File: config.mk
export PLATFORM = sky130hd
export DESIGN_NAME = seg_bcd_counter_disp
export DESIGN_NICKNAME = d
export VERILOG_FILES = /design/src/rtl/seg_pkg.sv /design/src/rtl/bcd_updown_digit.sv /design/src/rtl/seg_bcd_counter_disp.sv
export SDC_FILE = /design/constraint.sdc
export NUM_CORES = 1
export LEC_CHECK = 0
export ABC_AREA = 0
export BUFFER_PORTS_ARGS = -buffer_cell sky130_fd_sc_hd__buf_2
export CAP_MARGIN = 20
export CELL_PAD_IN_SITES_DETAIL_PLACEMENT = 0
export CELL_PAD_IN_SITES_GLOBAL_PLACEMENT = 2
export CORE_AREA = 2 2 88 174
export DETAILED_ROUTE_END_ITERATION = 7
export DIE_AREA = 0 0 90 176
export PLACE_DENSITY_LB_ADDON = 0.25
export SLEW_MARGIN = 20
export SYNTH_ARGS = -nofsm -noshare
export SYNTH_HDL_FRONTEND = slang
export SYNTH_HIERARCHICAL = 1
export SYNTH_SLANG_ARGS = --single-unit
File: constraint.sdc
create_clock -name clk -period 8.04 [get_ports clk]
set_input_delay 0 -clock clk [delete_from_list [all_inputs] [get_ports clk]]
set_output_delay 0 -clock clk [all_outputs]
set_load 0.05 [all_outputs]
File: src/rtl/seg_pkg.sv
// rtl/seg_pkg.sv - shared seven-segment constants and BCD encoder
package seg_pkg;

    localparam int DIGIT_W = 4;

    localparam logic [7:0] SEG_0     = 8'hC0;
    localparam logic [7:0] SEG_1     = 8'hF9;
    localparam logic [7:0] SEG_2     = 8'hA4;
    localparam logic [7:0] SEG_3     = 8'hB0;
    localparam logic [7:0] SEG_4     = 8'h99;
    localparam logic [7:0] SEG_5     = 8'h92;
    localparam logic [7:0] SEG_6     = 8'h82;
    localparam logic [7:0] SEG_7     = 8'hF8;
    localparam logic [7:0] SEG_8     = 8'h80;
    localparam logic [7:0] SEG_9     = 8'h90;
    localparam logic [7:0] SEG_BLANK = 8'hFF;

    // Active-low pattern, dp off; anything outside 0..9 renders blank.
    function automatic logic [7:0] seg_encode(input logic [DIGIT_W-1:0] d);
        case (d)
            4'd0:    return SEG_0;
            4'd1:    return SEG_1;
            4'd2:    return SEG_2;
            4'd3:    return SEG_3;
            4'd4:    return SEG_4;
            4'd5:    return SEG_5;
            4'd6:    return SEG_6;
            4'd7:    return SEG_7;
            4'd8:    return SEG_8;
            4'd9:    return SEG_9;
            default: return SEG_BLANK;
        endcase
    endfunction

endpackage

File: src/rtl/bcd_updown_digit.sv
// rtl/bcd_updown_digit.sv - one up/down decade with clear and saturating load
module bcd_updown_digit
    import seg_pkg::*;
(
    input  logic               clk,
    input  logic               rst_n,
    input  logic               en,
    input  logic               up_dn,
    input  logic               clr,
    input  logic               load,
    input  logic [DIGIT_W-1:0] load_d,
    output logic [DIGIT_W-1:0] q,
    output logic               at_max,
    output logic               at_min
);

    always_ff @(posedge clk or negedge rst_n) begin
        if (!rst_n) begin
            q <= '0;
        end else if (clr) begin
            q <= '0;
        end else if (load) begin
            q <= (load_d > 4'd9) ? 4'd9 : load_d;
        end else if (en) begin
            if (up_dn) begin
                q <= (q == 4'd9) ? 4'd0 : q + 4'd1;
            end else begin
                q <= (q == 4'd0) ? 4'd9 : q - 4'd1;
            end
        end
    end

    assign at_max = (q == 4'd9);
    assign at_min = (q == 4'd0);

endmodule

File: src/rtl/seg_bcd_counter_disp.sv
// rtl/seg_bcd_counter_disp.sv - N-digit BCD up/down counter with multiplexed 7-seg driver
module seg_bcd_counter_disp
    import seg_pkg::*;
#(
    parameter int DIGITS   = 6,
    parameter int TICK_DIV = 50_000_000,
    parameter int SCAN_DIV = 50_000
) (
    input  logic                      clk,
    input  logic                      rst_n,
    input  logic                      run,
    input  logic                      up_dn,
    input  logic                      clr,
    input  logic                      load,
    input  logic [DIGIT_W*DIGITS-1:0] load_val,
    input  logic                      blank_lz,
    output logic [DIGIT_W*DIGITS-1:0] count_bcd,
    output logic                      tick,
    output logic                      wrap,
    output logic [DIGITS-1:0]         seg_sel,
    output logic [7:0]                seg_data
);

    localparam int PW = $clog2(TICK_DIV);
    localparam int SW = $clog2(SCAN_DIV);
    localparam int IW = (DIGITS > 1) ? $clog2(DIGITS) : 1;

    logic [PW-1:0]      presc;
    logic               step;
    logic               step_eff;
    logic [DIGITS:0]    chain;
    logic [DIGITS-1:0]  at_max;
    logic [DIGITS-1:0]  at_min;
    logic [DIGIT_W-1:0] digit_q [DIGITS];
    logic [DIGITS-1:0]  nz_hi;
    logic               blank_cur;
    logic [SW-1:0]      scan_cnt;
    logic [IW-1:0]      scan_idx;

    assign step     = run && (presc == PW'(TICK_DIV - 1));
    assign step_eff = step && !clr && !load;

    always_ff @(posedge clk or negedge rst_n) begin
        if (!rst_n) begin
            presc <= '0;
        end else if (clr || load || step) begin
            presc <= '0;
        end else if (run) begin
            presc <= presc + 1'b1;
        end
    end

    // chain[k] is high when every digit below k sits at its rollover value
    // for the current direction, so digit k moves on this step.
    assign chain[0] = 1'b1;

    for (genvar k = 0; k < DIGITS; k++) begin : g_digit
        assign chain[k+1] = chain[k] & (up_dn ? at_max[k] : at_min[k]);

        bcd_updown_digit u_digit (
            .clk    (clk),
            .rst_n  (rst_n),
            .en     (step & chain[k]),
            .up_dn  (up_dn),
            .clr    (clr),
            .load   (load),
            .load_d (load_val[k*DIGIT_W +: DIGIT_W]),
            .q      (digit_q[k]),
            .at_max (at_max[k]),
            .at_min (at_min[k])
        );

        assign count_bcd[k*DIGIT_W +: DIGIT_W] = digit_q[k];
    end

    always_ff @(posedge clk or negedge rst_n) begin
        if (!rst_n) begin
            tick <= 1'b0;
            wrap <= 1'b0;
        end else begin
            tick <= step_eff;
            wrap <= step_eff & chain[DIGITS];
        end
    end

    // nz_hi[k]: some digit at position k or above is non-zero.
    always_comb begin
        logic acc;
        acc   = 1'b0;
        nz_hi = '0;
        for (int k = DIGITS - 1; k >= 0; k--) begin
            acc      = acc | (digit_q[k] != 4'd0);
            nz_hi[k] = acc;
        end
    end

    assign blank_cur = blank_lz && (scan_idx != '0) && !nz_hi[scan_idx];

    always_ff @(posedge clk or negedge rst_n) begin
        if (!rst_n) begin
            scan_cnt <= '0;
            scan_idx <= '0;
            seg_sel  <= '1;
            seg_data <= SEG_BLANK;
        end else begin
            if (scan_cnt == SW'(SCAN_DIV - 1)) begin
                scan_cnt <= '0;
                scan_idx <= (scan_idx == IW'(DIGITS - 1)) ? '0 : scan_idx + 1'b1;
            end else begin
                scan_cnt <= scan_cnt + 1'b1;
            end
            seg_sel  <= ~(DIGITS'(1) << scan_idx);
            seg_data <= blank_cur ? SEG_BLANK : seg_encode(digit_q[scan_idx]);
        end
    end

endmodule

==> results.cfg, run 1 <==
[logic_synthesis]
syn_nets = 662
synthDistinctLibCells = 51
yosys_most_used_dff = dfrtp_1
syn_inst = 623
ys_ff_latch = 84
synth_edf_count = 0
async_reset_ff_frac = 1.00
avgSynthCellArea_um2 = 8.91
yosysWarningCount = 6
syn_area_mm2 = 0.00555
synth-seq-area-share = 0.382

[sta]
finalHoldViolCount = 0
tightest_slew_ns = 0.878
fin_crit_ns = 4.10
fin_crit_sh = 0.510
setup_viol_count_final = 0
rsz0062_at_grt = no
finalMaxSlewViolations = 0
clock.fmax_mhz = 244
finClkSkew_ns = 0.00784
finalSetupTns_ns = 0
slew_headroom = 0.413

[detailed_routing]
dr.pass1.iters = 4
viasPerCell = 5.45
wire_per_inst_um = 15.6
vias = 4865
wl_um = 13900
ant_nets = 0
drc_errors = 0
drt_iter0_markers = 234

[worst_setup_path]
crit_chain = or4b_1 > or4_1 > or4_1 > or2_4 > nor3_1 > xor2_1 > nor2_1 > a311oi_1 > dlygate4sd3_1
worstPathArrival_ns = 4.39
critical_path_class = flop to flop
crit_path_end_kind = flop
cpLargestDelayFamily = simple AND/OR/NAND/NOR gates
reg2reg_to = g_digit[5].u_digit/q[0]
cp_num_buf_inv = 1
cp_slowest_stage_delay_ns = 0.64
rr_worst_depth = 9
critPathSlowestCell = nor3_1
cpMostUsedCell = or4_1
start_kind = flop
r2r-start = presc[7]
regToRegSetupSlack_ns = 3.94
crit_fanout = 7
worst_ep_required_time_ns = 8.32

[cts]
clk_latency_ns = 0.35
ctsResizeCount = 0
cts_sinks = 84
numCtsBuffers = 9
cts_hold_buf = 25
cts_max_path_buffers = 2
post-cts-setup-buffer-count = 0
root_buffer = clkbuf_16
cts_tree = yes
h-tree-depth = 3
path_clk_slew_ns = 0.07

[hold_path]
worstHoldPathCells = 4
hold_start = load_val[23]
hp-class = input pin to flop
min_to = g_digit[5].u_digit/q[1]

[floorplanning]
die_area_mm2 = 0.0158
core_mm2 = 0.0144
fp.dieH_um = 176
start_util = 0.385
pin_count = 71
rows = 62
die_x_um = 90

[placement]
gp_congestion = 0.841
place_inst = 851
dp_hpwl_um = 9840
numPortBuffers = 69

[final_layout]
drive_gt1_frac = 0.167
fin_cells = 892
insertedDiodeCount = 0
final_util = 0.447
syn_to_final_growth_pct = 16.1
nets = 734
fillers = 1463
layout_commonest_cell = nor2_1
layout_common_cells = nor2_1, dfrtp_1, buf_2, a21oi_1, xor2_1

[pwr]
powerDensity_mw_per_mm2 = 163
max-vdd-ir-drop_uv = 99.9
p_total_mw = 1.05
cellLeakagePower_nw = 2.82

[global_routing]
grt_max_degree = 63
gr-total-overflow = 0
grt_pass1_wl_um = 23700
track_usage = 0.182
grt_pass1_vias = 4943
antenna_found_initial = 0

[flow_run]
maxCapViolations = 0

[outcome]
outcome = completed
## stage by stage
stage                     hold WS [ns]  worst slack [ns]  area (µm²)
after global placement        -0.00113              4.54        5910
after floorplan                 -0.296              4.83        5550
final                           0.0177              3.94        6440
after global routing            0.0325              3.72        6440
after CTS                      0.00397              3.96        6440
after detailed placement      -0.00211              4.48        5910
## registers in the layout, summed over array words and instances (netlist names)
signal and cells:
seg_data 7, g_digit.u_digit/q 24, wrap 1, seg_sel 6, scan_idx 3, scan_cnt 16
tick 1, presc 26
## cells by family (layout without fill, tap and decap cells)
group,Yosys count,after routing,synth area share
buf+inv,64,141,0.0649
fa+ha+maj,8,8,0.0180
simple gates,278,278,0.269
flops,84,84,0.382
xor+xnor,58,58,0.0915
mux,19,19,0.0372
compound gates,111,111,0.137
other cells,1,1,0.000676
## area by class of cell
class	instances	area, µm²	share of cell area
clock inverter	7	58.8	0.00913
timing repair buffer	98	628	0.0975
multi-input combinational	475	3070	0.477
clock buffer	9	225	0.0350
sequential	84	2120	0.329
inverter	27	101	0.0157
tap	192	240	0.0373
## report_power, final
group	switching, mW	total (mW)	internal [mW]
combinational	0.116	0.179	0.0627
sequential	0.0309	0.469	0.438
clock	0.191	0.405	0.214
total	0.338	1.05	0.715
## metal layers
layer | GRT usage | share of wire | vias to the layer above
met5 | 0 | 0 | -
met4 | 0.0840 | 0.022 | 0
met3 | 0.0256 | 0.021 | 19
met2 | 0.340 | 0.55 | 77
met1 | 0.203 | 0.41 | 2390
li1 | - | - | 2379
## worst max path at each step
stage	startpoint	endpoint	slack (ns)	cells after the start
after floorplan	presc[7]	g_digit[5].u_digit/q[0]	4.83	9
after global placement	presc[7]	g_digit[5].u_digit/q[0]	4.54	8
after detailed placement	presc[7]	g_digit[5].u_digit/q[1]	4.48	7
after CTS	presc[7]	g_digit[5].u_digit/q[0]	3.96	9
after global routing	presc[7]	g_digit[5].u_digit/q[0]	3.72	9
final	presc[7]	g_digit[5].u_digit/q[0]	3.94	9
## synthesized netlist by cell type, types with 8 or more instances
master / n / area share
nor2_1: 86 / 0.058
dfrtp_1: 71 / 0.32
a21oi_1: 35 / 0.032
xor2_1: 32 / 0.050
nand2_1: 31 / 0.021
inv_1: 27 / 0.018
nand3_1: 27 / 0.024
xnor2_1: 26 / 0.041
nor3_1: 25 / 0.023
nor4_1: 22 / 0.025
buf_4: 19 / 0.026
o21ai_0: 17 / 0.015
nand4_1: 16 / 0.018
mux2i_1: 15 / 0.027
dfstp_2: 13 / 0.062
and4_1: 12 / 0.019
and3_1: 11 / 0.012
clkbuf_1: 8 / 0.0054
ha_1: 8 / 0.018
nor2b_1: 8 / 0.0090
## worst min-delay path, cell delays in order
cell and delay, ns:
buf_2 0.09, inv_1 0.06, nand2_1 0.10, a221oi_2 0.07
Note: power is estimated with default switching activity, not from simulation.
==> inputs of run 2 (changes only) <==
CORE_AREA = 2 2 95 189   (was 2 2 88 174)
DIE_AREA = 0 0 97 191   (was 0 0 90 176)
clock period = 3.6 ns   (was 8.04 ns; I/O delays follow)
==> run 2 against run 1 <==
First-iteration DRC count grew 1.7%. Critical path depth down 1. Via count decreased by 1.6%. Power is 130% higher. Wire length up 2.2%. Combinational power is 120% higher. Clock skew is 0.0015 ns higher. Clock power grew 130%. Count of clock-buffer cells in the layout unchanged. Non-clock buffer count grew 3. Critical endpoint is now g_digit[1].u_digit/q[0]. Largest cell class unchanged. Largest power group unchanged.
==> results.cfg, run 2 (synthesized netlist as in run 1, its figures left out) <==
[final_layout]
final_util = 0.380
layout_commonest_cell = nor2_1
drive_gt1_frac = 0.171
nets = 737
largest_register = presc
reg.largest.list = presc: 26 flops, g_digit.u_digit/q: 24 flops, scan_cnt: 16 flops
largest_register_ffs = 26
layout_common_cells = nor2_1, dfrtp_1, buf_2, a21oi_1, xor2_1
insertedDiodeCount = 0
syn_to_final_growth_pct = 17.1

[floorplanning]
die_area_mm2 = 0.0185
fp.dieH_um = 191
pin_count = 71
core_mm2 = 0.0171
start_util = 0.325
rows = 68
die_x_um = 97

[sta]
finClkSkew_ns = 0.00929
finalSetupTns_ns = 0
slew_headroom = 0.488
finalHoldViolCount = 0
finalMaxSlewViolations = 0
fin_crit_ns = 3.42
fin_crit_sh = 0.950
layout_setup_ws_ns = 0.181
setup_viol_count_final = 0
fin_hold_ws_ns = 0.00880
rsz0062_at_grt = no
tightest_slew_ns = 0.768
clock.fmax_mhz = 292

[cts]
h-tree-depth = 3
path_clk_slew_ns = 0.07
cts_tree = yes
cts_sinks = 84
cts_max_path_buffers = 2
numCtsBuffers = 9
root_buffer = clkbuf_16
clk_latency_ns = 0.34

[worst_setup_path]
critPathSlowestCell = or4_1
crit_fanout = 7
critical_path_class = flop to flop
crit_path_end_kind = flop
cpLargestDelayFamily = simple AND/OR/NAND/NOR gates
cp_slowest_stage_delay_ns = 0.60
crit_chain = or4b_1 > or4_1 > or4_1 > nor2_2 > xor2_1 > nor2_1 > a311oi_1 > dlygate4sd3_1
worst_ep_required_time_ns = 3.88
cp_num_buf_inv = 1
start_kind = flop
worstPathArrival_ns = 3.70
cpMostUsedCell = or4_1

[global_routing]
gr-total-overflow = 0
antenna_found_initial = 0
grt_pass1_wl_um = 24000
grt_max_degree = 59
grt_pass1_vias = 4688
track_usage = 0.156

[placement]
gp_congestion = 0.770
dp_slack_ns = 0.292
numPortBuffers = 69
dp_hpwl_um = 9830

[pwr]
cellLeakagePower_nw = 2.83
powerDensity_mw_per_mm2 = 366
max-vdd-ir-drop_uv = 199

[detailed_routing]
ant_nets = 0
viasPerCell = 5.25
wire_per_inst_um = 15.6
drc_errors = 0
dr.pass1.iters = 4
wl_um = 14200
drt_iter0_markers = 238
vias = 4789

[flow_run]
maxCapViolations = 0

[outcome]
outcome = completed

[hold_path]
hp-class = input pin to flop
==> run 2: path summary, 6_finish.rpt <==
path	from	end	slack, ns	cells after the start
worst min-delay path	run	presc[0]	0.009	3
worst max-delay path	presc[7]	g_digit[1].u_digit/q[0]	0.18	8
min in group asynchronous	rst_n	scan_cnt[9]	0.29	2
max in group asynchronous	rst_n	seg_data[5]	2.43	3
worst max register to register	presc[7]	g_digit[1].u_digit/q[0]	0.18	8
worst min register to register	scan_cnt[0]	scan_cnt[0]	0.48	1
==> run 2: per-layer routing <==
layer / vias to the layer above / part of all wire / GRT usage
li1: 2383 / - / -
met1: 2285 / 0.47 / 0.209
met2: 110 / 0.48 / 0.257
met3: 11 / 0.036 / 0.0249
met4: 0 / 0.014 / 0.0525
met5: - / 0 / 0
==> run 2: final cells by class <==
type,instances,area [µm²]
Timing Repair Buffer,101,651
Fill cell,1749,10600
Multi-Input combinational cell,475,3070
Tap cell,210,263
Clock buffer,9,225
Inverter,27,101
Sequential cell,84,2120
Clock inverter,6,65.1
==> run 2: tightest hold or removal path, stage by stage <==
cell and delay [ns]:
buf_2 0.15, xnor2_1 0.13, nor2_1 0.04
==> run 2: power by group <==
group          switching (mW)  leakage, nW  total (mW)  internal [mW]
Clock                   0.394        0.142       0.929          0.535
Combinational           0.261         1.59       0.400          0.139
Sequential             0.0699         1.09        1.05          0.978
==> run 2: timing repair <==
| action | CTS | global route |
|---|---|---|
| hold buffers | 25 | 0 |
| endpoints found under the hold margin | 69 | 0 |
| endpoints found under the setup margin | 0 | 1 |
| buffers inserted | 0 | 0 |
| resized for setup | 0 | 1 |
==> run 2: stage by stage <==
step | power [mW] | instance area (µm²) | cells
detailed placement | 1.45 | 5950 | 872
global placement | 1.45 | 5950 | 872
CTS | 2.42 | 6490 | 912
finish | 2.38 | 6500 | 912
global route | 2.49 | 6500 | 912
floorplan | 1.34 | 5550 | 623
==> inputs of run 3 (changes only) <==
CORE_AREA = 4 4 93 183   (was 2 2 95 189)
DIE_AREA = 0 0 97 187   (was 0 0 97 191)
clock period = 3.7 ns   (was 3.6 ns; I/O delays follow)
==> run 3 against run 2 <==
Cell area up 0.44%. First-iteration DRC count fell by 22%. Sequential power about the same. Critical endpoint is now g_digit[2].u_digit/q[0]. Combinational power is 3% lower. Largest power group unchanged.
==> results.cfg, run 3 (synthesized netlist as in run 1, its figures left out) <==
[outcome]
outcome = completed

[global_routing]
gr-total-overflow = 0
antenna_found_initial = 1
grt_pass1_vias = 4877
grt_max_degree = 64
track_usage = 0.160
grt_pass1_wl_um = 23900

[worst_setup_path]
r2r-start = presc[7]
critical_path_class = flop to flop
worst_ep_required_time_ns = 3.98
critPathLaunch = presc[7]
start_kind = flop
regToRegSetupSlack_ns = 0.19
rr_worst_depth = 9
cpLargestDelayFamily = simple AND/OR/NAND/NOR gates
critPathSlowestCell = dlygate4sd3_1
crit_end = g_digit[2].u_digit/q[0]
crit_chain = or4b_1 > or4_1 > or4_4 > or2_4 > inv_1 > xor2_1 > nor2_1 > a311oi_1 > dlygate4sd3_1
crit_fanout = 7
crit_cells = 9
worstPathArrival_ns = 3.79
crit_path_end_kind = flop
cp_num_buf_inv = 2
cp_slowest_stage_delay_ns = 0.57
reg2reg_to = g_digit[2].u_digit/q[0]

[cts]
root_buffer = clkbuf_16
path_clk_slew_ns = 0.06
numCtsBuffers = 9
cts_tree = yes
post-cts-setup-buffer-count = 0
clk_latency_ns = 0.34
cts_sinks = 84
cts_max_path_buffers = 2
h-tree-depth = 3

[placement]
gp_congestion = 0.770
numPortBuffers = 69
dpl_cell_area_mm2 = 0.00594
dp_hpwl_um = 10000

[hold_path]
hp-class = input pin to flop

[final_layout]
layout_commonest_cell = nor2_1
fin_area_mm2 = 0.00653
layout_common_cells = nor2_1, dfrtp_1, buf_2, a21oi_1, xor2_1
reg.largest.list = presc: 26 flops, g_digit.u_digit/q: 24 flops, scan_cnt: 16 flops
largest_register = presc
largest_register_ffs = 26
fillers = 1634
insertedDiodeCount = 0
drive_gt1_frac = 0.169
syn_to_final_growth_pct = 17.6
nets = 737

[detailed_routing]
vias = 4829
dr.pass1.iters = 4
drc_errors = 0
ant_nets = 0
wl_um = 14200
drt_iter0_markers = 186
wire_per_inst_um = 15.7
viasPerCell = 5.34

[pwr]
powerDensity_mw_per_mm2 = 368
p_comb_frac = 0.163
p_sw_mw = 0.699
max-vdd-ir-drop_uv = 238
seqPwrFrac = 0.425
internal_power_mw = 1.70
p_total_mw = 2.40
clkPwrFrac = 0.413
swShare = 0.291
cellLeakagePower_nw = 2.84

[floorplanning]
die_area_mm2 = 0.0181
start_util = 0.354
rows = 65
die_x_um = 97
fp.dieH_um = 187
core_mm2 = 0.0157
pin_count = 71

[sta]
rsz0062_at_grt = no
tightest_slew_ns = 0.832
finalMaxSlewViolations = 0
fin_crit_sh = 0.949
slew_headroom = 0.445
finalSetupTns_ns = 0
clock.fmax_mhz = 285
finClkSkew_ns = 0.00560
setup_viol_count_final = 0
fin_crit_ns = 3.51
finalHoldViolCount = 0

[flow_run]
maxCapViolations = 0
## run 3: repair_timing
item / 4_1_cts / 5_1_grt
endpoints found under the setup margin: 0 / 2
resized for setup: 0 / 1
hold endpoints to repair: 63 / 0
hold buffers: 26 / 0
## run 3: how the worst min path moves through the flow
stage / start / cells after the start / end
6_report: load_val[10] / 3 / g_digit[2].u_digit/q[2]
5_1_grt: load_val[6] / 3 / g_digit[1].u_digit/q[2]
4_1_cts: load_val[18] / 3 / g_digit[4].u_digit/q[0]
3_5_place_dp: rst_n / 1 / presc[14]
3_3_place_gp: rst_n / 1 / presc[14]
2_1_floorplan: rst_n / 0 / g_digit[0].u_digit/q[0]
## run 3: worst reg2reg max path: cells and delay by family, from the launching register on
family          cells  cell delay, ns
buf+inv             2            0.77
flops               1            0.41
simple gates        5            1.86
compound gates      1            0.22
xor+xnor            1            0.17
## run 3: power by group through the flow
stage / sequential [mW] / clock (mW) / combinational [mW]
final: 1.02 / 0.991 / 0.390
after global routing: 1.03 / 1.06 / 0.430
after CTS: 1.02 / 1.02 / 0.396
after detailed placement: 1.04 / 0 / 0.373
after global placement: 1.03 / 0 / 0.369
after floorplan: 1.09 / 0 / 0.210
## run 3: layout make-up
type                    instances  area (µm²)  share of cell area
clock buffers                  11         243              0.0372
repair buffers                101         653               0.100
inverters                      27         101              0.0155
clock inverters                 5        83.8              0.0128
well taps                     201         251              0.0385
flip-flops and latches         84        2120               0.325
multi-input cells             475        3080               0.471
## run 3: metrics by stage
step,utilization,setup slack (ns),hold WS [ns],std cells
2_1_floorplan,-,0.487,-0.296,623
3_3_place_gp,0.378,0.430,0.138,862
3_5_place_dp,0.378,0.413,0.149,862
4_1_cts,0.416,0.0865,0.0240,904
5_1_grt,0.416,0.00348,0.0563,904
6_report,0.416,0.190,0.0386,904
## run 3: layer usage
layer / track usage / vias to the layer above / share of wire
li1: - / 2390 / -
met1: 0.181 / 2336 / 0.41
met2: 0.299 / 86 / 0.55
met3: 0.0291 / 15 / 0.033
met4: 0.0471 / 2 / 0.014
met5: 0 / - / 0.00049
